$ cat config.mk
export PLATFORM = sky130hd
export DESIGN_NAME = hsid_hsp_reader
export DESIGN_NICKNAME = d
export VERILOG_FILES = /design/src/rtl/hsid_pkg.sv /design/src/rtl/hsid_pair_fifo.sv /design/src/rtl/hsid_hsp_reader.sv
export SDC_FILE = /design/constraint.sdc
export NUM_CORES = 1
export LEC_CHECK = 0
export CORE_ASPECT_RATIO = 0.5
export CORE_MARGIN = 3
export CORE_UTILIZATION = 61
export DETAILED_ROUTE_END_ITERATION = 10
export GPL_TIMING_DRIVEN = 0
export PLACE_DENSITY = 0.83
export SYNTH_ARGS = -nofsm -noshare
export SYNTH_HDL_FRONTEND = slang
export SYNTH_HIERARCHICAL = 1
export SYNTH_SLANG_ARGS = --single-unit
$ cat constraint.sdc
create_clock -name clk -period 6.1 [get_ports clk]
set_input_delay 1.525 -clock clk [delete_from_list [all_inputs] [get_ports clk]]
set_output_delay 1.525 -clock clk [all_outputs]
set_load 0.1 [all_outputs]
$ cat src/rtl/hsid_pkg.sv
// hsid_pkg: shared widths and reader FSM state encoding for the HSID engine
package hsid_pkg;
  localparam int HSID_WORD_WIDTH = 32;
  localparam int HSID_DATA_WIDTH = 16;
  localparam int HSID_BUFFER_LENGTH = 4;
  localparam int HSID_BANDS_WIDTH = 8;
  localparam int HSID_LIBRARY_WIDTH = 12;
  typedef enum logic [2:0] {
    IDLE,
    REQ_MEASURE,
    WAIT_MEASURE,
    REQ_LIBRARY,
    WAIT_LIBRARY,
    DONE
  } hsid_reader_state_t;
endpackage

$ cat src/rtl/hsid_pair_fifo.sv
// hsid_pair_fifo: synchronous FIFO with full/empty flags and simultaneous push/pop
module hsid_pair_fifo #(
  parameter int WIDTH = 66,
  parameter int DEPTH = 4
) (
  input  logic             clk,
  input  logic             rst_n,
  input  logic             clear,
  input  logic             push,
  input  logic [WIDTH-1:0] din,
  input  logic             pop,
  output logic [WIDTH-1:0] dout,
  output logic             full,
  output logic             empty
);
  localparam int AW = $clog2(DEPTH);
  logic [WIDTH-1:0] mem [DEPTH];
  logic [AW:0] wr_ptr, rd_ptr;
  logic do_push, do_pop;
  assign empty = wr_ptr == rd_ptr;
  assign full = wr_ptr == {~rd_ptr[AW], rd_ptr[AW-1:0]};
  assign do_pop = pop && !empty;
  // a pop in the same cycle frees the slot the push lands in
  assign do_push = push && (!full || do_pop);
  assign dout = mem[rd_ptr[AW-1:0]];
  always_ff @(posedge clk) begin
    if (!rst_n || clear) begin
      wr_ptr <= '0;
      rd_ptr <= '0;
    end else begin
      if (do_push) wr_ptr <= wr_ptr + (AW+1)'(1);
      if (do_pop) rd_ptr <= rd_ptr + (AW+1)'(1);
    end
  end
  always_ff @(posedge clk) begin
    if (do_push) mem[wr_ptr[AW-1:0]] <= din;
  end
endmodule

$ cat src/rtl/hsid_hsp_reader.sv
// hsid_hsp_reader: fetches measure/library band words over an OBI-style port
// and streams paired words with last-band/last-pixel markers through a FIFO
module hsid_hsp_reader import hsid_pkg::*; #(
  parameter int WORD_WIDTH = HSID_WORD_WIDTH,
  parameter int DATA_WIDTH = HSID_DATA_WIDTH,
  parameter int BUFFER_LENGTH = HSID_BUFFER_LENGTH,
  parameter int BANDS_WIDTH = HSID_BANDS_WIDTH,
  parameter int LIBRARY_WIDTH = HSID_LIBRARY_WIDTH
) (
  input  logic                     clk,
  input  logic                     rst_n,
  input  logic                     start,
  input  logic                     clear,
  input  logic [BANDS_WIDTH-1:0]   hsp_bands,
  input  logic [LIBRARY_WIDTH-1:0] hsp_library_size,
  input  logic [31:0]              measure_addr,
  input  logic [31:0]              library_addr,
  output logic                     mem_req,
  output logic [31:0]              mem_addr,
  input  logic                     mem_gnt,
  input  logic                     mem_rvalid,
  input  logic [WORD_WIDTH-1:0]    mem_rdata,
  output logic                     out_valid,
  input  logic                     out_ready,
  output logic [WORD_WIDTH-1:0]    out_measure,
  output logic [WORD_WIDTH-1:0]    out_library,
  output logic                     out_last_band,
  output logic                     out_last_pixel,
  output logic                     busy,
  output logic                     done
);
  localparam int PW = 2 * WORD_WIDTH + 2;
  hsid_reader_state_t state, next;
  logic [BANDS_WIDTH-1:0] wpp, w;
  logic [LIBRARY_WIDTH-1:0] lib_size, pix;
  logic [31:0] meas_base, lib_ptr;
  logic [WORD_WIDTH-1:0] hold, mask;
  logic [PW-1:0] din, dout;
  logic odd, pend, full, empty, push, fire, last_band, last_pixel;
  assign last_band = w == wpp - BANDS_WIDTH'(1);
  assign last_pixel = pix == lib_size - LIBRARY_WIDTH'(1);
  assign mask = (odd && last_band) ? {{(WORD_WIDTH-DATA_WIDTH){1'b0}}, {DATA_WIDTH{1'b1}}} : '1;
  // pend blocks new requests until any beat still in flight (even a stray one after clear) returns
  assign mem_req = !pend && (state == REQ_LIBRARY || (state == REQ_MEASURE && !full));
  assign mem_addr = !mem_req ? '0 : state == REQ_LIBRARY ? lib_ptr : meas_base + 32'({w, 2'b00});
  assign fire = mem_req && mem_gnt;
  assign push = state == WAIT_LIBRARY && mem_rvalid && !clear;
  assign din = {hold & mask, mem_rdata & mask, last_band, last_pixel};
  assign busy = state != IDLE;
  assign out_valid = !empty;
  assign {out_measure, out_library, out_last_band, out_last_pixel} = empty ? '0 : dout;
  hsid_pair_fifo #(.WIDTH(PW), .DEPTH(BUFFER_LENGTH)) u_fifo (
    .clk(clk),
    .rst_n(rst_n),
    .clear(clear),
    .push(push),
    .din(din),
    .pop(out_ready),
    .dout(dout),
    .full(full),
    .empty(empty)
  );
  always_comb begin
    next = state;
    case (state)
      IDLE:         if (start) next = (hsp_bands == '0 || hsp_library_size == '0) ? DONE : !full ? REQ_MEASURE : IDLE;
      REQ_MEASURE:  if (fire) next = WAIT_MEASURE;
      WAIT_MEASURE: if (mem_rvalid) next = REQ_LIBRARY;
      REQ_LIBRARY:  if (fire) next = WAIT_LIBRARY;
      WAIT_LIBRARY: if (mem_rvalid) next = (last_band && last_pixel) ? DONE : REQ_MEASURE;
      DONE:         if (empty) next = IDLE;
      default:      next = IDLE;
    endcase
    if (clear) next = IDLE;
  end
  always_ff @(posedge clk) begin
    if (!rst_n) begin
      state <= IDLE;
      done <= 1'b0;
      pend <= 1'b0;
      w <= '0;
      pix <= '0;
      wpp <= '0;
      lib_size <= '0;
      odd <= 1'b0;
      meas_base <= '0;
      lib_ptr <= '0;
      hold <= '0;
    end else begin
      state <= next;
      done <= next == DONE && state != DONE;
      pend <= fire ? 1'b1 : mem_rvalid ? 1'b0 : pend;
      if (clear) begin
        w <= '0;
        pix <= '0;
        lib_ptr <= '0;
      end else begin
        if (state == IDLE && start) begin
          wpp <= {1'b0, hsp_bands[BANDS_WIDTH-1:1]} + BANDS_WIDTH'(hsp_bands[0]);
          lib_size <= hsp_library_size;
          odd <= hsp_bands[0];
          meas_base <= measure_addr;
          lib_ptr <= library_addr;
          w <= '0;
          pix <= '0;
        end
        if (state == WAIT_MEASURE && mem_rvalid) hold <= mem_rdata;
        if (state == REQ_LIBRARY && fire) lib_ptr <= lib_ptr + 32'd4;
        if (push) begin
          w <= last_band ? '0 : w + BANDS_WIDTH'(1);
          pix <= last_band ? pix + LIBRARY_WIDTH'(1) : pix;
        end
      end
    end
  end
endmodule

==> summary.txt <==
Yosys
  – Total of flip-flops plus latches after synthesis: 414
  – Seq/Total Area, Yosys: 58.1%
  – Average size of a mapped cell: 11.9 um^2
  – Post-synth cell types: 76
  – Adder-Cell Fraction of Synth Area: 1.50%
  – Count of mapped cells out of synthesis: 1585
  – Combinational family with the most area after synthesis: simple AND/OR/NAND/NOR gates
  – Compound-Gate Fraction of Synth Area: 10.5%
  – Basic-gate share of the synthesized area counting and, or, nand and nor cells: 15.4%
  – Count of flip-flops with a built-in enable after synthesis: 264
  – Fraction of synthesized cell area in xor and xnor cells: 2.96%
  – Count of yosys warnings during synthesis: 6
  – Cell area after synthesis: 18800 um^2
  – Post-synthesis net count: 1730
  – Most frequently used flop master after synthesis: sky130_fd_sc_hd__edfxtp_1
  – Share of synthesized flip-flops with an asynchronous set or reset: 0%
  – Multiplexer share of the synthesized area: 8.65%

Timing
  – Measured slew at the worst slew-check pin: 1.01 ns
  – Final clock period utilization by the worst path: 96.4%
  – # setup viols final: 0
  – Clock period minus worst slack: 5.88 ns
  – Upper clock frequency limit: 170 MHz
  – Setup total negative slack: 0 ns
  – Max-slew headroom: 32.3%
  – Hold violation count in the final report: 0
  – Final Slew Violations: 0
  – RSZ-0062 raised after global routing: no
  – Layout Skew: 0.0238 ns

Final layout
  – Final cell count without fillers: 2276
  – Top library cells by usage in the layout, fill and taps aside: 264 x sky130_fd_sc_hd__edfxtp_1, 242 x sky130_fd_sc_hd__nand2_1, 214 x sky130_fd_sc_hd__clkdlybuf4s50_1
  – Most common library cell in the layout ignoring fill and taps: sky130_fd_sc_hd__edfxtp_1
  – Area Overhead vs Synth: 22.0%
  – # nets final: 2000
  – Fraction of layout instances using a drive strength above 1: 8.70%

Pwr
  – Power Dens Cells: 251 nW/um^2
  – Leak Pwr: 7.55 nW
  – Largest voltage drop on the vdd net: 0.000195 V

Critical path
  – Critical path's most frequent cell: sky130_fd_sc_hd__a21oi_1
  – Cell with the largest stage delay on the worst path: sky130_fd_sc_hd__clkdlybuf4s50_1
  – Setup CP Type: reg -> out
  – Endpoint required time on the critical path: 4.58 ns
  – Largest stage delay, worst path: 1.20 ns
  – Endpoint class of the critical path: output port
  – Chain of cells forming the critical path: ha_1, a21o_1, a21oi_1, a21oi_1, a21bo_2, clkbuf_1, nand3_1, or3_1, a31oi_1, clkdlybuf4s50_1
  – Reg2Reg Launch Point: wpp[0]$_SDFFE_PN0P_
  – Origin of the worst setup path: w[2]$_SDFFE_PP0P_
  – Worst Path Max Fanout: 10
  – Arrival time at the worst endpoint: 4.36 ns
  – Startpoint type of the worst setup path: register

Routing
  – Avg WL per Cell: 22.6 um
  – Number of DRC markers in iteration 0: 1392
  – First-pass iteration count of the detailed router: 6
  – Routed via count divided by cell count: 6.17
  – Drt total wl: 51300 um
  – DRC violations left: 0
  – Vias: 14000
  – Post-detailed-route count of antenna-violating nets: 0

Global route
  – Global-route congestion overflow total: 0
  – GRT Overall Usage: 31.1%
  – Number of antenna violations at the first check in global routing: 1
  – Vias in the first global route: 14200
  – Wire length of the first global-routing pass: 78600 um
  – Largest net degree at the start of global routing: 48

Place
  – Final HPWL DP: 35500 um
  – Cell Count Post-Placement: 2207
  – Routability congestion estimate from global placement: 0.905
  – Number of buffer cells added on primary ports: 224

Die
  – Initial core utilization: 63.4%
  – I/O pin count: 225
  – Std-Cell Core Area: 29700 um^2
  – Die ar.: 33100 um^2
  – Chip Width: 254 um
  – Die height: 130 um
  – Row Count: 44

Clock network
  – CTS tree: yes
  – Root Buffer: sky130_fd_sc_hd__clkbuf_16
  – CTS Hold Bufs: 0
  – Sink count of the clock tree: 414
  – Clock buffer count from CTS: 37
  – Maximum level of the CTS H-tree: 2
  – Clock transition at the registers of the reported paths: 0.07 ns
  – Clock insertion delay at the later pin of the skew report: 0.55 ns
  – Maximum count of clock buffers along a single path: 3

Min path
  – Worst min-delay path startpoint: lib_ptr[0]$_SDFFE_PP0P_
  – Class of the tightest hold or removal check: reg -> reg

Flow run
  – Max-cap violations: 0

Status
  – Run status: finished clean
-- report_power, final --
part           switching [mW]  leakage, nW  internal [mW]  total (mW)
sequential             0.0315         3.62           2.98        3.02
combinational           0.198         3.34          0.158       0.356
clock                    1.04        0.598           1.34        2.39
-- area by class of cell --
class	count	area, um^2
Sequential cell	414	10900
Multi-Input combinational cell	1044	7360
Fill cell	1833	6730
Timing Repair Buffer	231	2400
Clock buffer	61	1110
Tap cell	391	489
Buffer	97	417
Clock inverter	7	115
Inverter	30	113
Antenna cell	1	2.50
-- registers in the layout (all words and copies together), names as in the netlist, 8 cells and up, named ones only --
| register | count |
|---|---|
| wpp | 8 |
| pix | 12 |
| hold | 32 |
| lib_ptr | 32 |
| lib_size | 12 |
| u_fifo/mem | 264 |
| meas_base | 32 |
| w | 8 |
-- worst paths after layout --
kind	depth (start not counted)	endpoint	slack, ns
hold reg to reg	2	lib_ptr[0]$_SDFFE_PP0P_	0.47
setup / recovery	10	mem_addr[29]	0.22
setup reg to reg	9	u_fifo/mem[0][61]$_DFFE_PP_	2.39
hold / removal	2	lib_ptr[0]$_SDFFE_PP0P_	0.47
-- routing by layer --
layer	up-vias	routed length, um	share of wire, %	global-route usage [%]
met5	-	0	0	0
met4	0	1700	3.3	11.7
met3	129	3260	6.4	4.94
met2	630	26100	51	55.1
met1	6946	20300	40	39.2
li1	6342	-	-	-
-- cell usage after synthesis, types with 5 or more instances --
library cell	count	share of area [%]
sky130_fd_sc_hd__nand3_1	38	1.0
sky130_fd_sc_hd__or3_1	9	0.30
sky130_fd_sc_hd__mux2i_1	14	0.75
sky130_fd_sc_hd__clkbuf_1	75	1.5
sky130_fd_sc_hd__o211ai_1	9	0.36
sky130_fd_sc_hd__nand2b_1	12	0.40
sky130_fd_sc_hd__a311oi_1	9	0.42
sky130_fd_sc_hd__dfxtp_1	150	16
sky130_fd_sc_hd__nor2_1	76	1.5
sky130_fd_sc_hd__xnor2_1	28	1.3
sky130_fd_sc_hd__buf_6	5	0.30
sky130_fd_sc_hd__a21o_1	5	0.20
sky130_fd_sc_hd__nor4_1	14	0.47
sky130_fd_sc_hd__a21boi_0	81	3.2
sky130_fd_sc_hd__and2_1	39	1.3
sky130_fd_sc_hd__a31oi_1	9	0.30
sky130_fd_sc_hd__a32oi_1	5	0.23
sky130_fd_sc_hd__o211a_1	5	0.27
sky130_fd_sc_hd__a21oi_1	74	2.0
sky130_fd_sc_hd__o21ai_0	49	1.3
sky130_fd_sc_hd__xor2_1	30	1.4
sky130_fd_sc_hd__buf_1	9	0.18
sky130_fd_sc_hd__nor3_1	25	0.67
sky130_fd_sc_hd__inv_1	30	0.60
sky130_fd_sc_hd__mux4_2	66	7.9
sky130_fd_sc_hd__and3_1	19	0.63
sky130_fd_sc_hd__nand2_1	242	4.8
sky130_fd_sc_hd__buf_2	6	0.16
sky130_fd_sc_hd__nor2b_1	75	2.5
sky130_fd_sc_hd__nand4_1	17	0.57
sky130_fd_sc_hd__ha_1	21	1.4
sky130_fd_sc_hd__edfxtp_1	264	42
-- kinds of logic (layout without fill, tap and decap cells) --
family,after synthesis,in the layout
AO/OA/AOI/OAI,289,289
other,0,1
AND/OR/NAND/NOR,592,592
buffers and inverters,127,426
flip-flops,414,414
XOR/XNOR,61,61
multiplexers,80,80
adder cells (fa/ha/maj),22,22
-- timing repair --
| item | 4_1_cts | 5_1_grt |
|---|---|---|
| buffers inserted | 0 | 0 |
| pin swaps | 0 | 0 |
| resized for setup | 6 | 14 |
| endpoints found under the setup margin | 6 | 9 |
-- through the flow --
step	hold WS (ns)	total power, mW	utilization [%]	worst slack [ns]	instance area, um^2
global route	0.486	5.94	77.3	0.0234	22900
detailed placement	0.455	3.43	73.2	0.365	21700
global placement	0.445	3.41	72.6	-0.849	21500
finish	0.470	5.76	77.3	0.218	22900
floorplan	0.437	3.26	-	0.786	18800
CTS	0.471	5.78	77.3	0.0463	22900
-- worst max-delay path, delay by kind of cell, from the launching register on --
| kind | cells | cell delay, ns |
|---|---|---|
| adders and majority gates | 1 | 0.36 |
| and+or+nand+nor | 2 | 0.57 |
| buffers and inverters | 2 | 1.58 |
| DFF | 1 | 0.40 |
| AOI/OAI and AO/OA | 5 | 0.91 |
Note: power is estimated with default switching activity, not from simulation.
